**config.mk**
```make
export PLATFORM = sky130hd
export DESIGN_NAME = i2s_mem_ctrl
export DESIGN_NICKNAME = d
export VERILOG_FILES = /design/src/rtl/i2s_mem_ctrl.sv
export SDC_FILE = /design/constraint.sdc
export NUM_CORES = 2
export LEC_CHECK = 0
export BUFFER_PORTS_ARGS = -buffer_cell sky130_fd_sc_hd__buf_2
export CORE_UTILIZATION = 45
export CTS_CLUSTER_SIZE = 10
export DETAILED_ROUTE_END_ITERATION = 6
export GPL_ROUTABILITY_DRIVEN = 0
export PLACE_DENSITY = 0.71
export SYNTH_ARGS = -nofsm -noshare
export SYNTH_HDL_FRONTEND = slang
export SYNTH_SLANG_ARGS = --single-unit
```
**constraint.sdc**
```tcl
create_clock -name clk -period 3.4 [get_ports clk]
set_input_delay 0.51 -clock clk [delete_from_list [all_inputs] [get_ports clk]]
set_output_delay 0.51 -clock clk [all_outputs]
set_load 0.01 [all_outputs]
```
**src/rtl/i2s_mem_ctrl.sv**
```systemverilog
// I2S sample buffer controller: two ping-pong sample RAMs delivered to an I2S writer over a four-phase handshake.
// Build option I2S_MEM_CTRL_REPEAT_EN: on underrun re-serve the last delivered sample instead of zero.
//
// state    | meaning
// ---------+------------------------------------------------
// IDLE     | stopped; lr phase re-armed on exit
// WAIT_REQ | armed, waiting for synced request (or enable drop)
// FETCH    | RAM read issued, pointer / buffer bookkeeping
// ACK      | sample latched onto audio_data, ack raised
// RELEASE  | ack held until synced request falls
module i2s_mem_ctrl #(
   parameter int BUF_AW = 6
) (
   input  logic              clk,
   input  logic              rst,
   input  logic              enable,
   input  logic              wr_stb,
   input  logic              wr_buf,
   input  logic [BUF_AW-1:0] wr_addr,
   input  logic [23:0]       wr_data,
   input  logic              commit_stb,
   input  logic              commit_buf,
   input  logic [BUF_AW:0]   commit_count,
   input  logic              underrun_clr,
   input  logic              audio_data_request,
   output logic              audio_data_ack,
   output logic [23:0]       audio_data,
   output logic              audio_lr_bit,
   output logic [1:0]        buf_ready,
   output logic [1:0]        buf_done,
   output logic              active_buf,
   output logic              underrun
);

   localparam int              DEPTH   = 1 << BUF_AW;
   localparam logic [BUF_AW:0] MAX_CNT = DEPTH[BUF_AW:0];

   typedef enum logic [2:0] {
      IDLE     = 3'd0,
      WAIT_REQ = 3'd1,
      FETCH    = 3'd2,
      ACK      = 3'd3,
      RELEASE  = 3'd4
   } state_t;

   state_t state_q;
   state_t state_d;

   logic              req_meta;
   logic              req_sync;
   logic [23:0]       mem [2*DEPTH];
   logic [23:0]       rd_q;
   logic [BUF_AW-1:0] rd_ptr;
   logic [BUF_AW:0]   ptr_inc;
   logic [BUF_AW:0]   cnt_q [2];
   logic              urf_q;
   logic              lr_q;
   logic [23:0]       fill_data;
   logic              wr_en;
   logic              commit_ok;
   logic              fetch_go;
   logic              ack_go;
   logic              rel_done;
   logic              idle_exit;
   logic              starve;

   always_ff @(posedge clk or negedge rst) begin
      if (!rst) begin
         req_meta <= 1'b0;
         req_sync <= 1'b0;
      end else begin
         req_meta <= audio_data_request;
         req_sync <= req_meta;
      end
   end

   assign wr_en     = wr_stb && !buf_ready[wr_buf];
   assign commit_ok = commit_stb && !buf_ready[commit_buf] &&
                      (commit_count != '0) && (commit_count <= MAX_CNT);

   // RAM has no reset; contents are don't-care until rewritten by the host
   always_ff @(posedge clk) begin
      if (wr_en) mem[{wr_buf, wr_addr}] <= wr_data;
      if (fetch_go) rd_q <= mem[{active_buf, rd_ptr}];
   end

   always_ff @(posedge clk or negedge rst) begin
      if (!rst) state_q <= IDLE;
      else      state_q <= state_d;
   end

   always_comb begin
      state_d = state_q;
      case (state_q)
         IDLE:     if (enable) state_d = WAIT_REQ;
         WAIT_REQ: begin
            if (!enable)       state_d = IDLE;
            else if (req_sync) state_d = FETCH;
         end
         FETCH:    state_d = ACK;
         ACK:      state_d = RELEASE;
         RELEASE:  if (!req_sync) state_d = enable ? WAIT_REQ : IDLE;
         default:  state_d = IDLE;
      endcase
   end

   assign fetch_go  = (state_q == FETCH);
   assign ack_go    = (state_q == ACK);
   assign rel_done  = (state_q == RELEASE) && !req_sync;
   assign idle_exit = (state_q == IDLE) && enable;
   assign starve    = fetch_go && !buf_ready[active_buf];
   assign ptr_inc   = {1'b0, rd_ptr} + {{BUF_AW{1'b0}}, 1'b1};

`ifdef I2S_MEM_CTRL_REPEAT_EN
   assign fill_data = audio_data;
`else
   assign fill_data = '0;
`endif

   always_ff @(posedge clk or negedge rst) begin
      if (!rst) begin
         buf_ready      <= '0;
         buf_done       <= '0;
         active_buf     <= 1'b0;
         rd_ptr         <= '0;
         cnt_q[0]       <= '0;
         cnt_q[1]       <= '0;
         urf_q          <= 1'b0;
         lr_q           <= 1'b0;
         audio_data     <= '0;
         audio_lr_bit   <= 1'b0;
         audio_data_ack <= 1'b0;
      end else begin
         buf_done <= '0;
         // a commit only lands on a non-ready buffer, a consume only on a ready one: never the same bit
         if (commit_ok) begin
            cnt_q[commit_buf]     <= commit_count;
            buf_ready[commit_buf] <= 1'b1;
         end
         if (fetch_go) begin
            urf_q <= !buf_ready[active_buf];
            if (buf_ready[active_buf]) begin
               if (ptr_inc == cnt_q[active_buf]) begin
                  buf_ready[active_buf] <= 1'b0;
                  buf_done[active_buf]  <= 1'b1;
                  rd_ptr                <= '0;
                  active_buf            <= ~active_buf;
               end else begin
                  rd_ptr <= ptr_inc[BUF_AW-1:0];
               end
            end
         end
         if (idle_exit) lr_q <= 1'b0;
         if (ack_go) begin
            audio_data     <= urf_q ? fill_data : rd_q;
            audio_lr_bit   <= lr_q;
            lr_q           <= ~lr_q;
            audio_data_ack <= 1'b1;
         end
         if (rel_done) audio_data_ack <= 1'b0;
      end
   end

   always_ff @(posedge clk or negedge rst) begin
      if (!rst)              underrun <= 1'b0;
      else if (starve)       underrun <= 1'b1;
      else if (underrun_clr) underrun <= 1'b0;
   end

endmodule
```
# == After elaboration in Yosys (flattened, before gate mapping) ==
# Memories as Yosys holds them, arrays and structs flattened. A register that Yosys moved wholly into a read port is not among the register bits.
# Index checks and enable logic that the tools add are counted.
# classes
shift,0
n_mux,39
bitwise_logic,7
mul,0
magnitude_cmp,9
reduce_logical,22
div_mod_pow,0
eq_ne,8
n_addsub,1
# op_table
cell,count
$mux W7,4
$mux W24,1
$mux W1,17
$pmux W3 S5,1
$bwmux W14,1
$mux W2,7
$mux W3,4
$logic_and A1 B1 Y1,10
$add A6 B1 Y7 const B,1
$demux W7 S1,1
$eq A7 B7 Y1,1
$le A7 B7 Y1 const B,1
$reduce_bool A7 Y1,1
$eq A3 B2 Y1 const B,2
$lt A1 B2 Y1 const B,3
$mux W6,1
$reduce_and A3 Y1,2
$reduce_bool A2 Y1,3
$ge A2 B2 Y1 const B,2
$logic_not A1 Y1,4
$ne A2 B2 Y1 const B,2
$not A1 Y2,2
$eq A3 B1 Y1 const B,1
$eq A3 B3 Y1 const B,1
10 further kinds,13
# totals
mem_bits_ro,0
n_memories,1
output_inout_bits,32
ramBits,3072
latchBits,0
word_cells,102
input_bits,46
register_bits,59
# memory_table
memory,depth,width,rd,rd_ports_with_merged_regs,wr,line,text
mem,128,24,1,1,1,51,logic [23:0] mem [2*DEPTH];

# == Longest topological paths before layout ==
# depth
ltp_word,11
depth_mapped,13
ltp_nobuf,7

# == Worst setup path before layout ==
# Ideal clock, no wire load.
# synth_path
kind,input to register
startpoint,input wr_buf
endpoint,"memory mem[108][0], enable pin"
stages,7
setup_ns,0.405
n_path_buf,2
required_time_ns,2.995
arrival_time_ns,2.712
path_slack_ns,0.283
path_cell_list,clkbuf_1 mux2i_1 nand2_1 nor2_1 nand3b_1 clkbuf_1 nor2_1
# synth_between
elab_chain_cells,6
# synth_lines
element,line,text
"start, declared",18,"input logic wr_buf,"
$mux W1 (implied by the code) (2 in a row),77,assign wr_en = wr_stb && !buf_ready[wr_buf];
$logic_not A1 Y1,77,
$logic_and A1 B1 Y1,77,
$mux W1,83,"if (wr_en) mem[{wr_buf, wr_addr}] <= wr_data;"
$mux W1 (implied by the code),83,
"end, declared",51,
# Several ways; a longest one is shown, not always the timed one. The select of a mux whose other input is x is not followed.

==> impl_metrics.json <==
{
  "status": "finished, violations left",
  "violations": "max-slew violations, negative setup slack",
  "dr_wl_met3_mm": 42.48,
  "die_height_um": 521.3,
  "cap_violations": 0,
  "synth_cells": 5445,
  "relSlewSlack": -0.0005138,
  "combPwrFrac": 0.247,
  "syn_area_per_cell_sq_um": 22.28,
  "grt_pass1_wl_mm": 467.6,
  "yosysSeqAreaShare": 0.7784,
  "wl_per_cell_um": 34.16,
  "min_path_type": "input port to flip-flop",
  "fin_nets": 6180,
  "worstMarginPinSlew_ns": 1.501,
  "required_ns": 4.20,
  "ios": 78,
  "antenna_left": 0,
  "fin_crit_sh": 1.036,
  "cts_setup_buffers": 0,
  "antenna_found_initial": 21,
  "powerDensity_nw_per_um2": 722.9,
  "grt.overflow.total": 0,
  "r2r_end": "rd_q[19]$_DFFE_PP_",
  "r2r_setup_slack_ns": -0.12,
  "crit_family": "compound AO/OA/AOI/OAI gates",
  "clkPwrFrac": 0.327,
  "hold_viol": 0,
  "syn_to_final_growth_pct": 16.83,
  "cp-end-kind": "flip-flop",
  "root_buffer": "clkbuf_16",
  "rsz0062_at_grt": "yes",
  "fmax_mhz": 284.0,
  "clockBufferDepth": 4,
  "p_switching_mw": 28.07,
  "skew_ns": 0.07732,
  "drt_iter0_markers": 9341,
  "period_needed_ns": 3.521,
  "drt-met1-wl_mm": 120.1,
  "syn-cell-area_sq_um": 121300,
  "slew_viol_final": 8,
  "grt_use_total": 0.2453,
  "viasPerCell": 6.353,
  "first_pass_iters": 6,
  "grt_max_degree": 129,
  "die_width_um": 521.3,
  "synth_ff_type": "edfxtp_1",
  "fin_setup_tns_ns": -0.1523,
  "cp.arrival_ns": 4.32,
  "numCtsBuffers": 368,
  "ir_worst_vdd_mv": 0.6505,
  "path_clk_slew_ns": 0.06,
  "cp_num_buf_inv": 2,
  "hold_depth": 1,
  "holdPathEnd": "mem[25][19]$_DFFE_PP_",
  "synth_nets": 5492,
  "cts_htree_levels": 5,
  "route.detailed.drc": 0,
  "die-area_sq_um": 271700,
  "routed_wl_mm": 333.3,
  "path_cells": "nand2b_2, buf_4, buf_4, o22ai_1, nor3_1, o31ai_1, nand3_1, o31ai_1",
  "finalSetupViolCount": 2,
  "p_leak_nw": 44.75,
  "internal_power_mw": 74.40,
  "numPortBuffers": 77,
  "yosysWarnings": 0,
  "ys_async_sr_fraction": 0.01870,
  "p_sw_frac": 0.2739,
  "coreArea_sq_um": 267900,
  "grt_pass1_vias": 62080,
  "start_util": 0.4529,
  "clock_latency_ns": 0.96,
  "slowest_stage": "o31ai_1",
  "r2r_cells": 8,
  "pre_cts_ws_ns": -0.3216,
  "cts_tree": "done",
  "p_seq_frac": 0.426,
  "cts.sinks": 3155,
  "critPathLaunchType": "flip-flop",
  "r2r-start": "rd_ptr[2]$_DFFE_PN0P_",
  "critPathKind": "flip-flop to flip-flop",
  "max_stage_delay_ns": 0.92,
  "ys_seq_elements": 3155,
  "layout-drive-gt1-share": 0.3137,
  "wl_met2_mm": 158.5,
  "synth_cell_types": 67,
  "cp_max_fo": 13,
  "vias": 61990,
  "hpwlAfterDp_mm": 194.2,
  "top_layer": "met5",
  "fin_ws_ns": -0.1215,
  "worstHoldStart": "wr_data[19]",
  "synth_edf_count": 3096,
  "rows": 190
}
layout by cell type (no fill, tap or decap), types with 56 or more instances in the layout:
cell / synthesis / final
nor2_1: 186 / 56
o21ai_0: 77 / 72
clkbuf_16: 0 / 376
nor2_2: 0 / 103
nand2_1: 182 / 180
o22ai_1: 66 / 66
mux4_2: 771 / 771
mux2i_1: 218 / 216
a22oi_1: 66 / 66
buf_4: 31 / 322
buf_12: 3 / 220
edfxtp_1: 3096 / 3096
layout make-up:
class                           count  area, sq um
Fill cell                       19680       126200
Inverter                           12        57.56
Clock buffer                      427         9589
Clock inverter                     11        100.1
Multi-Input combinational cell   1974        25610
Timing Repair Buffer              622         7467
Tap cell                         3552         4444
Sequential cell                  3155        94470
Antenna cell                        5        12.51
worst max-delay path by stage:
stage | startpoint | end | slack (ns) | cells after the start
4_1_cts | rd_ptr[0]$_DFFE_PN0P_ | rd_q[23]$_DFFE_PP_ | 0.003 | 10
5_1_grt | rd_ptr[0]$_DFFE_PN0P_ | rd_q[3]$_DFFE_PP_ | -0.06 | 10
6_report | rd_ptr[2]$_DFFE_PN0P_ | rd_q[19]$_DFFE_PP_ | -0.12 | 8
3_5_place_dp | rd_ptr[0]$_DFFE_PN0P_ | rd_q[23]$_DFFE_PP_ | -0.32 | 7
3_3_place_gp | rd_ptr[0]$_DFFE_PN0P_ | rd_q[23]$_DFFE_PP_ | -0.39 | 7
2_1_floorplan | wr_buf | mem[108][0]$_DFFE_PP_ | 0.28 | 7
power groups by stage:
stage / Clock [mW] / Sequential [mW] / Combinational (mW)
2_1_floorplan: 0 / 44.2 / 15.9
3_3_place_gp: 0 / 44.4 / 24.6
3_5_place_dp: 0 / 44.4 / 24.9
4_1_cts: 33.8 / 43.7 / 25.1
5_1_grt: 35.2 / 43.7 / 26.3
6_report: 33.5 / 43.7 / 25.3
kinds of logic after synthesis:
group	share of synthesized area
multiplexers	0.1627
flip-flops	0.7784
AO/OA/AOI/OAI	0.02294
buffers and inverters	0.01524
AND/OR/NAND/NOR	0.01971
XOR/XNOR	0.0009075
adder cells (fa/ha/maj)	0.0001031
flip-flops by register name (all words and copies together) (netlist names), 2 cells and up:
signal,count
audio_data,24
buf_done,2
buf_ready,2
cnt_q,14
mem,3072
rd_ptr,6
rd_q,24
state_q,3
Yosys cell counts, drive strengths merged (4+ instances only):
library cell | n | area share
a21oi | 53 | 0.0022
o21ai | 79 | 0.0033
a311oi | 4 | 0.00029
edfxtp | 3096 | 0.77
a22oi | 66 | 0.0041
clkbuf | 108 | 0.0033
a211o | 6 | 0.00043
nand3b | 7 | 0.00043
inv | 12 | 0.00037
a211oi | 41 | 0.0025
o31ai | 33 | 0.0020
a311o | 4 | 0.00033
o41ai | 5 | 0.00036
and3 | 11 | 0.00057
mux4 | 771 | 0.14
a31oi | 18 | 0.00093
nand3 | 36 | 0.0015
buf | 196 | 0.012
nor3 | 25 | 0.0010
o22ai | 66 | 0.0034
nor2 | 186 | 0.0058
nand2b | 29 | 0.0015
mux2i | 218 | 0.018
xnor2 | 8 | 0.00058
mux2 | 17 | 0.0016
o211ai | 4 | 0.00025
o221ai | 7 | 0.00051
nor2b | 18 | 0.00093
or3 | 4 | 0.00021
and2 | 30 | 0.0015
dfrtp | 59 | 0.012
a221oi | 6 | 0.00043
nand2 | 182 | 0.0056
per-layer routing:
layer | up-vias | track usage
met3 | 629 | 0.06164
met1 | 32770 | 0.3328
met2 | 4369 | 0.3871
met4 | 14 | 0.08699
met5 | - | 0
li1 | 24210 | -
timing repair:
item,in CTS,in global routing
endpoints found under the setup margin,9,12
hold buffers,15,0
endpoints found under the hold margin,111,0
resized for setup,13,19
gates cloned,0,1
pin swaps,1,1
per-stage QoR:
step	instances	instance area, sq um	hold WS [ns]	util	power (mW)
3_5_place_dp	9300	131700	0.3457	0.4917	69.33
3_3_place_gp	9300	131700	0.3491	0.4917	69.03
2_1_floorplan	5445	121300	0.2144	-	60.11
4_1_cts	9752	141600	0.02391	0.5286	102.6
6_report	9758	141700	0.08092	0.5291	102.5
5_1_grt	9755	141700	0.07025	0.5290	105.3
worst reg2reg max path: stages, from the launching register on:
cell and delay (ns):
dfrtp_4 0.65, nand2b_2 0.48, buf_4 0.29, buf_4 0.17
o22ai_1 0.18, nor3_1 0.12, o31ai_1 0.92, nand3_1 0.41
o31ai_1 0.16
Power figures use the tool's default switching activity.
